$ cat src/rtl/pimc_rcv.sv
// PIMC per-core interrupt receiver: captures messages addressed to PROC_ID, queues line numbers, acks the controller.
// Optional line coalescing is enabled by defining PIMC_RCV_COALESCE_EN.
module pimc_rcv #(
  parameter logic [7:0] PROC_ID = 8'h00,
  parameter int         QDEPTH  = 4
) (
  input  logic                      clk,
  input  logic                      rst_n,
  input  logic                      notify,
  input  logic [7:0]                lineno,
  input  logic [7:0]                processor_id,
  output logic                      irqack,
  input  logic                      core_ie,
  output logic                      irq_pending,
  output logic [7:0]                irq_line,
  input  logic                      irq_take,
  output logic [$clog2(QDEPTH):0]   q_level
);

  localparam int AW = $clog2(QDEPTH);
  localparam int LW = AW + 1;

  typedef enum logic [1:0] {IDLE, ACK, RELEASE} state_t;

  state_t          r_state;
  state_t          w_stateNext;
  logic [7:0]      r_mem [QDEPTH];
  logic [AW-1:0]   r_wptr;
  logic [AW-1:0]   r_rptr;
  logic [LW-1:0]   r_level;
  logic [7:0]      w_head;
  logic            w_full;
  logic            w_empty;
  logic            w_match;
  logic            w_dup;
  logic            w_capture;
  logic            w_push;
  logic            w_pop;

  assign w_head    = r_mem[r_rptr];
  assign w_full    = (r_level == LW'(QDEPTH));
  assign w_empty   = (r_level == '0);
  assign w_match   = !notify && (processor_id == PROC_ID);
  // Fullness comes from the registered level, so a same-cycle pop never makes room for a push.
  assign w_capture = (r_state == IDLE) && w_match && (!w_full || w_dup);
  assign w_push    = w_capture && !w_dup;
  assign w_pop     = irq_take && !w_empty;

`ifdef PIMC_RCV_COALESCE_EN
  logic [255:0] r_queued;

  assign w_dup = r_queued[lineno];

  always_ff @(posedge clk or negedge rst_n) begin
    if (!rst_n) begin
      r_queued <= '0;
    end else begin
      if (w_pop)
        r_queued[w_head] <= 1'b0;
      if (w_push)
        r_queued[lineno] <= 1'b1;
    end
  end
`else
  assign w_dup = 1'b0;
`endif

  always_ff @(posedge clk or negedge rst_n) begin
    if (!rst_n)
      r_state <= IDLE;
    else
      r_state <= w_stateNext;
  end

  always_comb begin
    w_stateNext = r_state;
    case (r_state)
      IDLE:    if (w_capture) w_stateNext = ACK;
      ACK:     w_stateNext = RELEASE;
      RELEASE: if (notify) w_stateNext = IDLE;
      default: w_stateNext = IDLE;
    endcase
  end

  always_comb begin
    irqack      = (r_state == ACK);
    irq_pending = core_ie && !w_empty;
    irq_line    = w_empty ? 8'h00 : w_head;
    q_level     = r_level;
  end

  always_ff @(posedge clk) begin
    if (w_push)
      r_mem[r_wptr] <= lineno;
  end

  always_ff @(posedge clk or negedge rst_n) begin
    if (!rst_n) begin
      r_wptr  <= '0;
      r_rptr  <= '0;
      r_level <= '0;
    end else begin
      if (w_push)
        r_wptr <= r_wptr + 1'b1;
      if (w_pop)
        r_rptr <= r_rptr + 1'b1;
      if (w_push && !w_pop)
        r_level <= r_level + 1'b1;
      else if (w_pop && !w_push)
        r_level <= r_level - 1'b1;
    end
  end

endmodule

$ cat config.mk
export PLATFORM = sky130hd
export DESIGN_NAME = pimc_rcv
export DESIGN_NICKNAME = d
export VERILOG_FILES = /design/src/rtl/pimc_rcv.sv
export SDC_FILE = /design/constraint.sdc
export NUM_CORES = 1
export LEC_CHECK = 0
export CAP_MARGIN = 20
export CORE_AREA = 2 2 57 70
export DETAILED_ROUTE_END_ITERATION = 12
export DIE_AREA = 0 0 59 72
export PLACE_DENSITY = 0.76
export SYNTH_ARGS = -nofsm -noshare
export SYNTH_HDL_FRONTEND = slang
export SYNTH_SLANG_ARGS = --single-unit
export TNS_END_PERCENT = 30
$ cat constraint.sdc
create_clock -name clk -period 4.5 [get_ports clk]
set_clock_uncertainty 0.05 [all_clocks]
set_input_delay 0.45 -clock clk [delete_from_list [all_inputs] [get_ports clk]]
set_output_delay 0.45 -clock clk [all_outputs]
set_load 0.05 [all_outputs]
======== After elaboration in Yosys (flattened, before gate mapping) ========
Memories as Yosys holds them, arrays and structs flattened.
Cells that the tools add are included.
storage, ports and cells
  word-level logic and storage cells ...... 39
  memories ................................ 1
  output and inout port bits .............. 13
  bits of input ports ..................... 21
  register bits ........................... 9
  bits in writable memories ............... 32
memories
  memory  words  width  rd ports  clocked after memory_dff  wr ports  line  source
  r_mem   4      8      1         0                         1         27    logic [7:0] r_mem [QDEPTH];
operators by class
  eq/ne operators ......................... 5
  add/subtract/negate cells ............... 4
  multiplexer cells ....................... 8
  reduce and logical (&&, ||, !) cells .... 17
operators by type and width
  kind                   number
  $logic_not A8 Y1       1
  $mux W8                1
  $logic_and A1 B1 Y1    7
  $mux W3                2
  $pmux W2 S3            1
  $logic_not A1 Y1       5
  $add A2 B1 Y2 const B  2
  $mux W2                2
  $ne A2 B2 Y1 const B   2
  $add A3 B1 Y3 const B  1
  $eq A3 B3 Y1 const B   1
  $logic_not A3 Y1       1
  $sub A3 B1 Y3 const B  1
  $eq A2 B1 Y1 const B   1
  $eq A2 B2 Y1 const B   1
  $logic_not A2 Y1       1
  $mux W1                2
  $reduce_and A2 Y1      1
  $reduce_bool A2 Y1     1

======== Logic depth before layout (Yosys ltp) ========
  depth in word-level cells ............... 8
  mapped depth ............................ 8

======== Least setup slack after synthesis ========
OpenSTA, ideal clock, no wires.
  kind .................................... input to register
  from .................................... input port processor_id[5]
  to ...................................... register r_level[2], in the netlist q_level[2]
  data arrival time ....................... 2,453 ps
  path buffers ............................ 0
  required time ........................... 4,367 ps
  path slack .............................. 1,914 ps
  library setup time ...................... 83 ps
  stages .................................. 8
  cell sequence ........................... or4_4 -> a2111oi_4 -> ha_1 -> inv_1 -> fa_1 -> xor2_1 -> nor2_1 -> xor2_1
on the way
  longest elaborated chain between the ends .. 7
  elaborated cells on any way between the ends .. 9
RTL lines
  item                                 line  source
  start, declared                      11    input logic [7:0] processor_id,
  $logic_not A8 Y1 *                   43    assign w_match = !notify && (processor_id == PROC_ID);
  $logic_and A1 B1 Y1 *                43
  $logic_and A1 B1 Y1 * (2 in series)  45    assign w_capture = (r_state == IDLE) && w_match && (!w_full || w_dup);
  net w_capture                        36    logic w_capture;
  $logic_not A1 Y1                     109   else if (w_pop && !w_push)
  $logic_and A1 B1 Y1                  109
  $reduce_bool A2 Y1 (no line)         -
  end signal, assigned                 108   r_level <= r_level + 1'b1;
  end signal, assigned                 110   r_level <= r_level - 1'b1;
  end, declared                        30    logic [LW-1:0] r_level;
Mark *: on every way through the listed nets, which the timed path passes. The rest lies on a longest branch.
A chain may end at the register's enable or synchronous reset.

======== Worst setup path after layout ========
  from .................................... register r_rptr[0]
  to ...................................... output port irq_line[0]
on the way
  longest elaborated chain between the ends .. 2
RTL lines
  item                    line  source
  start, declared         29    logic [AW-1:0] r_rptr;
  start signal, assigned  106   r_rptr <= r_rptr + 1'b1;
  $mem_v2 Z4 W8           -
  $mux W8                 88    irq_line = w_empty ? 8'h00 : w_head;
  end, declared           15    output logic [7:0] irq_line,
No other way between the ends.

==> results by group <==
Synth
  • Synth Net Count: 122
  • Synth Register Bits: 41
  • Complex-gate fraction of the synthesized area: 0.0252
  • Area contributors post-synth: edfxtp_1, dfrtp_1, mux4_2, and2_1, ha_1
  • Mapped cell area: 1740 um2
  • Part of the Yosys area used for sequential elements: 0.683
  • Cell variety after synth: 24
  • Most frequent cells after synthesis: edfxtp_1, and2_1, dfrtp_1
  • Largest family of logic cells by synthesized area: multiplexers
  • Simple-gate share of the synthesized area: 0.0814
  • Post-Syn Instances: 95
  • Primary FF master, synth: edfxtp_1
  • Mux cell area share after synthesis: 0.119
  • Syn. warnings: 0
  • Syn avg cell area: 18.3 um2
  • Asr flop ratio synth: 0.220
  • Post-synth EDFFs: 32
  • Area leader, netlist: edfxtp_1
  • Most common cell in the netlist: edfxtp_1
  • Share of the synthesized area in the top cell type: 0.553
  • Adder-Cell Fraction of Synth Area: 0.0476
  • Synth Area in XOR/XNOR: 0.0303

Layout
  • Area of the multi-input gates: 527 um2
  • Filler cells: 274
  • Register area: 1190 um2
  • Ant diodes: 0
  • Area grow syn2layout: 28.0%
  • Fin nets: 159
  • Fraction of layout cells with a size suffix above 1: 0.165
  • Layout Utilization: 0.627

GRT
  • First-pass GRT wire length: 4680 um
  • Met1 GRT Util: 0.179
  • Initial antenna violation count: 0
  • Most Used Layer, Global Route: met2
  • Global Route met3 Usage: 0.0570
  • GRT overflow: 0
  • Grt met2 use: 0.274
  • Number of global-route vias before repair: 991
  • Overall routing resource usage: 0.157
  • Largest net degree at the start of global routing: 14

Pwr
  • Pwr Total: 1360 uW
  • Peak supply drop: 0.000340 V
  • Leakage power: 0.000787 uW
  • PD cells: 611 nW/um2

Setup path
  • Crit-path max cell delay: 720 ps
  • CP required: 4000 ps
  • Buf+Inv Stages, Crit Path: 1
  • Crit path kind: flop to output pin
  • Cell Chain, Critical Path: mux4_2 > and2_1 > clkdlybuf4s50_1
  • Master of the slowest instance on the critical path: dfrtp_1
  • Startpoint types: flop
  • Critical path's top delay family: flip-flops
  • Crit path DAT: 2450 ps
  • Crit. End Element: output pin
  • Critical Path Fanout Max: 10
  • FF-to-FF setup slack: 1840 ps

Clocking
  • Resize count post-CTS: 0
  • Bufs on Longest Clock Path: 2
  • Clk sinks: 41
  • Clk Latency, worst-skew pair: 290 ps
  • H-Tree Level Count: 2
  • CTS Buf Count: 5
  • Clock Pin Slew Worst Setup and Hold Paths: 80 ps
  • CTS Hold Bufs: 0
  • CTS tree: built
  • Root buf cell: clkbuf_8
  • Post-CTS setup buffers: 0

STA
  • Period utilisation layout: 0.655
  • RSZ-0062 raised after global routing: false
  • Setup violators final: 0
  • Tmin final: 2950 ps
  • Slew Viols, Final: 0
  • Fmax: 0.339 GHz
  • Least-Margin Pin Slew: 595 ps
  • Fin Setup TNS: 0 ps
  • Fin. Hold Viols: 0
  • Worst rel slew slack: 0.603

Route
  • Final antenna-violating net count: 0
  • Routed vias: 925
  • Drt drc: 0
  • Final WL: 2920 um
  • Via-to-Cell Ratio: 5.38
  • Wire length per cell: 17.0 um
  • Total iterations of the first detailed-routing run: 4
  • Initial drt markers: 34

Outcome
  • Outcome: completed

Die
  • Row Count: 24
  • Die Ht: 72 um
  • Initial Util: 0.490
  • Area of the core: 3540 um2
  • Die X-Extent: 59 um
  • Die area: 4250 um2
  • Io pins: 34

Worst hold path
  • Worst Hold Class: primary input to asynchronous set/reset pin

Placed design
  • GPL Wtd Cong: 0.714
  • Port Buffer Count: 33
  • DP Wirelength: 2100 um

Job
  • Max-Cap Viols: 0
## final timing paths
path,start,end,depth (start not counted)
min in group clk,r_state[1],r_state[1],1
max in group asynchronous,rst_n,q_level[0],1
min,rst_n,r_wptr[0],1
max,r_rptr[0],irq_line[0],3
min reg2reg,r_state[1],r_state[1],1
max reg2reg,r_state[0],q_level[2],8
## placed cells by master, fill, tap and decap left out, drive strengths merged, types with 3 or more instances in the layout
master / n
inv: 3
mux4: 8
edfxtp: 32
xnor2: 4
dfrtp: 9
ha: 5
clkbuf: 6
nor2: 3
and2: 13
clkdlybuf4s50: 33
## registers in the layout, summed over array words and instances, names as in the netlist
signal,count
q_level,3
r_state,2
r_wptr,2
r_mem,32
r_rptr,2
## logic make-up (layout without fill, tap and decap cells)
kind of cell | Yosys count | count (layout)
muxes | 10 | 10
and+or+nand+nor | 23 | 23
adders and majority gates | 6 | 6
xor gates and xnor gates | 6 | 6
DFF | 41 | 41
AOI/OAI and AO/OA | 3 | 3
buffers and inverters | 6 | 44
## routing by layer
layer,vias up,share of wire
met4,0,0
met5,-,0
met3,0,0.053
met2,29,0.55
li1,428,-
met1,468,0.39
## cell type report
class | count | area share
Clock buffer | 6 | 0.0371
Clock inverter | 2 | 0.0169
Inverter | 3 | 0.00506
Multi-Input combinational cell | 48 | 0.237
Sequential cell | 41 | 0.533
Tap cell | 39 | 0.0219
Timing Repair Buffer | 33 | 0.149
## report_power, final
group | switching (uW) | total (uW) | internal [uW]
Sequential | 68.1 | 502 | 434
Clock | 123 | 303 | 180
Combinational | 315 | 553 | 238
Total | 506 | 1360 | 853
## through the flow
stage                     worst slack [ps]  hold WS (ps)  instances  area [um2]
after CTS                             1500           415        172        2220
after detailed placement              1330           454        164        2100
after global routing                  1390           432        172        2220
final                                 1550           403        172        2220
after floorplan                       1910           104         95        1740
after global placement                1440           444        164        2100
Power figures use the tool's default switching activity.
